File: config.mk
export PLATFORM = sky130hd
export DESIGN_NAME = carry_lookahead_adder
export DESIGN_NICKNAME = d
export VERILOG_FILES = /design/src/rtl/cla_pkg.sv /design/src/rtl/cla_unit.sv /design/src/rtl/carry_lookahead_adder.sv
export SDC_FILE = /design/constraint.sdc
export NUM_CORES = 1
export LEC_CHECK = 0
export CORE_AREA = 2 2 62 58
export CTS_BUF_LIST = sky130_fd_sc_hd__clkbuf_8 sky130_fd_sc_hd__clkbuf_16
export DETAILED_ROUTE_END_ITERATION = 7
export DIE_AREA = 0 0 64 60
export HOLD_SLACK_MARGIN = 0.12
export PLACE_DENSITY = 0.73
export SYNTH_ARGS = -nofsm -noshare
export SYNTH_HDL_FRONTEND = slang
export SYNTH_SLANG_ARGS = --single-unit
export TNS_END_PERCENT = 1
File: constraint.sdc
create_clock -name clk -period 0.8 [get_ports clk]
set_input_delay 0.2 -clock clk [delete_from_list [all_inputs] [get_ports clk]]
set_output_delay 0.2 -clock clk [all_outputs]
set_load 0.01 [all_outputs]
File: src/rtl/cla_pkg.sv
// Shared sizing helper for the hierarchical carry-lookahead adder and its benches.
package cla_pkg;

    // Operand width of a tree with the given group size and depth: n**levels.
    function automatic int unsigned cla_width(input int unsigned n, input int unsigned levels);
        int unsigned w;
        w = 1;
        for (int unsigned i = 0; i < levels; i++) begin
            w = w * n;
        end
        return w;
    endfunction

endpackage

File: src/rtl/cla_unit.sv
// One lookahead unit: N (P,G) pairs plus a carry-in give per-position carries and group P/G.
module cla_unit #(
    parameter int unsigned N = 4
) (
    input  logic [N-1:0] p,
    input  logic [N-1:0] g,
    input  logic         cin,
    output logic [N-1:0] c,
    output logic         gp,
    output logic         gg
);

    // c[j] is the carry into position j, each one an independent sum of products.
    always_comb begin
        logic term;
        c    = '0;
        term = 1'b0;
        for (int unsigned j = 0; j < N; j++) begin
            term = cin;
            for (int unsigned k = 0; k < j; k++) begin
                term = term & p[k];
            end
            c[j] = term;
            for (int unsigned i = 0; i < j; i++) begin
                term = g[i];
                for (int unsigned k = i + 1; k < j; k++) begin
                    term = term & p[k];
                end
                c[j] = c[j] | term;
            end
        end
    end

    // Group propagate/generate, kept separate so the up-tree path never waits on carries.
    always_comb begin
        logic term;
        gp   = &p;
        gg   = 1'b0;
        term = 1'b0;
        for (int unsigned i = 0; i < N; i++) begin
            term = g[i];
            for (int unsigned k = i + 1; k < N; k++) begin
                term = term & p[k];
            end
            gg = gg | term;
        end
    end

endmodule

File: src/rtl/carry_lookahead_adder.sv
// Registered W-bit adder (W = N**LEVELS) built from a tree of lookahead units.
module carry_lookahead_adder
    import cla_pkg::*;
#(
    parameter int unsigned N      = 4,
    parameter int unsigned LEVELS = 2
) (
    input  logic                             clk,
    input  logic                             rst,
    input  logic [cla_width(N, LEVELS)-1:0]  a,
    input  logic [cla_width(N, LEVELS)-1:0]  b,
    input  logic                             c_in,
    output logic [cla_width(N, LEVELS)-1:0]  sum,
    output logic                             c_out
);

    localparam int unsigned W = cla_width(N, LEVELS);

    if (N < 2 || LEVELS < 1) begin : g_bad_params
        $fatal(1, "carry_lookahead_adder: N must be >= 2 and LEVELS >= 1");
    end

    // Level k holds N**(LEVELS-k) nodes: lp/lg flow up the tree, lc flows back down.
    for (genvar k = 0; k <= LEVELS; k++) begin : g_lvl
        localparam int unsigned M = cla_width(N, LEVELS - k);

        logic [M-1:0] lp;
        logic [M-1:0] lg;
        logic [M-1:0] lc;

        if (k == 0) begin : g_leaf
            assign lp = a ^ b;
            assign lg = a & b;
        end else begin : g_units
            logic [M*N-1:0] uc;

            for (genvar u = 0; u < M; u++) begin : g_unit
                logic [N-1:0] up;
                logic [N-1:0] ug;

                assign up = g_lvl[k-1].lp[u*N +: N];
                assign ug = g_lvl[k-1].lg[u*N +: N];

                cla_unit #(
                    .N (N)
                ) u_cla (
                    .p   (up),
                    .g   (ug),
                    .cin (lc[u]),
                    .c   (uc[u*N +: N]),
                    .gp  (lp[u]),
                    .gg  (lg[u])
                );
            end
        end

        if (k == LEVELS) begin : g_root
            assign lc = c_in;
        end else begin : g_inner
            assign lc = g_lvl[k+1].g_units.uc;
        end
    end

    logic [W-1:0] sum_c;
    logic         c_out_c;

    assign sum_c   = g_lvl[0].lp ^ g_lvl[0].lc;
    assign c_out_c = g_lvl[LEVELS].lg[0] | (g_lvl[LEVELS].lp[0] & c_in);

    always_ff @(posedge clk or posedge rst) begin
        if (rst) begin
            sum   <= '0;
            c_out <= 1'b0;
        end else begin
            sum   <= sum_c;
            c_out <= c_out_c;
        end
    end

endmodule

==> results.toml <==
[die]
start_util_pct = 34.8
core_sq_mm = 0.00323
die_h_um = 60
dieArea_sq_mm = 0.00384
rows = 20
io_pins = 52
die_w_um = 64

[placement]
place_congestion = 0.755
placedInstanceArea_sq_mm = 0.00201
dp_hpwl_um = 2390
placed_cells = 220
pre_cts_ws_ps = -1650
portBuffers = 51

[setup_path]
crit_type = "in2reg"
crit_family = "adder cells"
cp_max_fo = 3
cpMaxStageDelayCell = "fa_2"
crit_path_end_kind = "flop"
startpoint_type = "input port"
crit_chain = "buf_2, ha_4, buf_6, nand4_1, nor3_2, o31ai_4, nand3_4, buf_4, fa_2"
crit_required_ps = 930
cp.arrival_ps = 1890
slowest_delay_ps = 410
crit_buf_inv = 3

[clock_network]
cts.clk_slew.worst_paths_ps = 60
cts_hold_buf = 0
cts-root-buf = "clkbuf_8"
clockBufferDepth = 2
cts_buffers = 3
cts_tree = "built"
htreeDepth = 1
clock-sinks = 17

[route]
drt_iter0_drc = 15
drt_wl_total_um = 3310
drt_pass1_iterations = 4
route.vias.total = 1111
vias_per_cell = 4.83
postRouteAntennaNets = 0
drc = 0
avgRoutedWirePerCell_um = 14.4

[power]
clockPowerShare_pct = 20.1
p_switching_mw = 0.953
p_comb_share_pct = 45.7
switching_share_pct = 30.7
power.share.sequential_pct = 34.3
static-leakage-power_nw = 0.968
p_int_mw = 2.15
peakVddDrop_mv = 0.611
power_density_mw_per_mm2 = 1440

[global_route]
antenna_found_initial = 0
grt_max_degree = 18
track_usage_pct = 16.7
grt_pass1_wl_um = 4850
grt-ovfl-total = 0
grt_pass1_vias = 1141

[yosys]
synth_flop_cell = "dfrtp_1"
ys_warn_count = 0
synth_edf_count = 0
ys_ff_latch = 17
synthDistinctLibCells = 23
synthArstFlopShare_pct = 100
synth.cell_area_sq_mm = 0.00112
synthTopCellsByCount = "ha_1, dfrtp_1, nor2_1, o21a_1"
syn_area_per_cell_sq_um = 11.1
synth_cells = 101
synth_fp_nets = 160
synth_top_area_share_pct = 37.9
synth_most_common_cell = "ha_1"
synth_top_area_cell = "dfrtp_1"
yosysSeqAreaShare_pct = 37.9
ys_top_cells_by_area = "dfrtp_1, ha_1, fa_1, o21a_1, xnor2_1"

[cells_and_area]
area_growth_pct = 92.6
final_cells = 230
design_area_sq_mm = 0.00216
num-nets-final = 246
layout-drive-gt1-share_pct = 65.1
antenna_cells = 0

[timing]
hold_viol_final = 0
slew_violations = 0
worst_pin_slew_ps = 277
period_share_pct = 221
relSlewSlack_pct = 81.5
layout_setup_ws_ps = -968
period_needed_ps = 1770
fmax_mhz = 566
setup_viol_count_final = 32
rsz0062_at_grt = "true"

[run_status]
status = "complete, but fails checks"
violations = "setup timing"

[job]
maxCapViolCount = 0

[hold_path]
hold_class = "in2async"
[cell families after synthesis]
family / count (synthesis) / synth area share (%)
AOI/OAI and AO/OA: 20 / 12.8
and+or+nand+nor: 26 / 11.6
buffers and inverters: 6 / 2.01
adders and majority gates: 24 / 29.4
xor gates and xnor gates: 8 / 6.24
DFF: 17 / 37.9
[area by class of cell]
type                       instances  area [sq um]
sequential                        17           425
fill                             231          1070
tap                               44          55.1
timing repair buffer              81           618
multi-input combinational         78           996
clock buffer                       3          41.3
clock inverter                     1          3.75
inverter                           6          22.5
[power groups by stage]
stage / sequential (mW) / combinational, mW / clock, mW
floorplan: 1.18 / 0.467 / 0
global placement: 1.08 / 1.31 / 0
detailed placement: 1.08 / 1.35 / 0
CTS: 1.06 / 1.28 / 0.639
global route: 1.08 / 1.55 / 0.662
finish: 1.06 / 1.42 / 0.623
[metrics by stage]
| step | TNS (ps) | power [mW] | hold WS, ps | utilization [%] |
|---|---|---|---|---|
| floorplan | -11250 | 1.64 | 126 | - |
| global placement | -25880 | 2.39 | 518 | 62.2 |
| detailed placement | -26360 | 2.44 | 528 | 62.2 |
| CTS | -13570 | 2.98 | 255 | 63.6 |
| global route | -14580 | 3.29 | 282 | 67.0 |
| finish | -13190 | 3.10 | 256 | 67.0 |
[cell usage in the layout (no fill, tap or decap), drive strengths merged]
master / netlist / routed
nor3: 6 / 6
a21o: 1 / 1
dlygate4sd2: 0 / 2
o31ai: 1 / 1
and4: 1 / 1
inv: 6 / 7
clkbuf: 0 / 10
nor2: 10 / 10
a211o: 1 / 1
nand4: 1 / 1
a21oi: 6 / 6
o21a: 8 / 8
nand2: 3 / 3
nor2b: 2 / 2
buf: 0 / 64
clkdlybuf4s15: 0 / 1
o21ai: 1 / 1
xnor2: 5 / 5
a211oi: 1 / 1
ha: 20 / 20
xor2: 3 / 3
clkdlybuf4s50: 0 / 7
fa: 4 / 4
o21bai: 1 / 1
nand3: 2 / 2
or3b: 1 / 1
dfrtp: 17 / 17
[sequential cells by signal, summed over array words and instances, names as in the netlist]
name / count
c_out: 1
sum: 16
[final timing paths]
kind	from	endpoint	slack, ps	cells after the start
worst max-delay path	a[5]	sum[12]	-970	9
worst min-delay path	rst	sum[1]	260	3
max in group asynchronous	rst	sum[9]	420	3
min in group clk	a[8]	sum[8]	310	2
[per-layer routing]
| layer | GRT usage [%] | share of wire, % | up-vias |
|---|---|---|---|
| met5 | 0 | 0 | - |
| met4 | 9.01 | 3.9 | 0 |
| met3 | 2.07 | 4.5 | 13 |
| met2 | 33.9 | 56 | 45 |
| met1 | 16.4 | 36 | 531 |
| li1 | - | - | 522 |
[what timing repair did]
item / CTS / global route
setup endpoints to repair: 34 / 33
resized for setup: 177 / 44
setup buffers: 4 / 2
pin swaps: 36 / 31
Power figures use the tool's default switching activity.
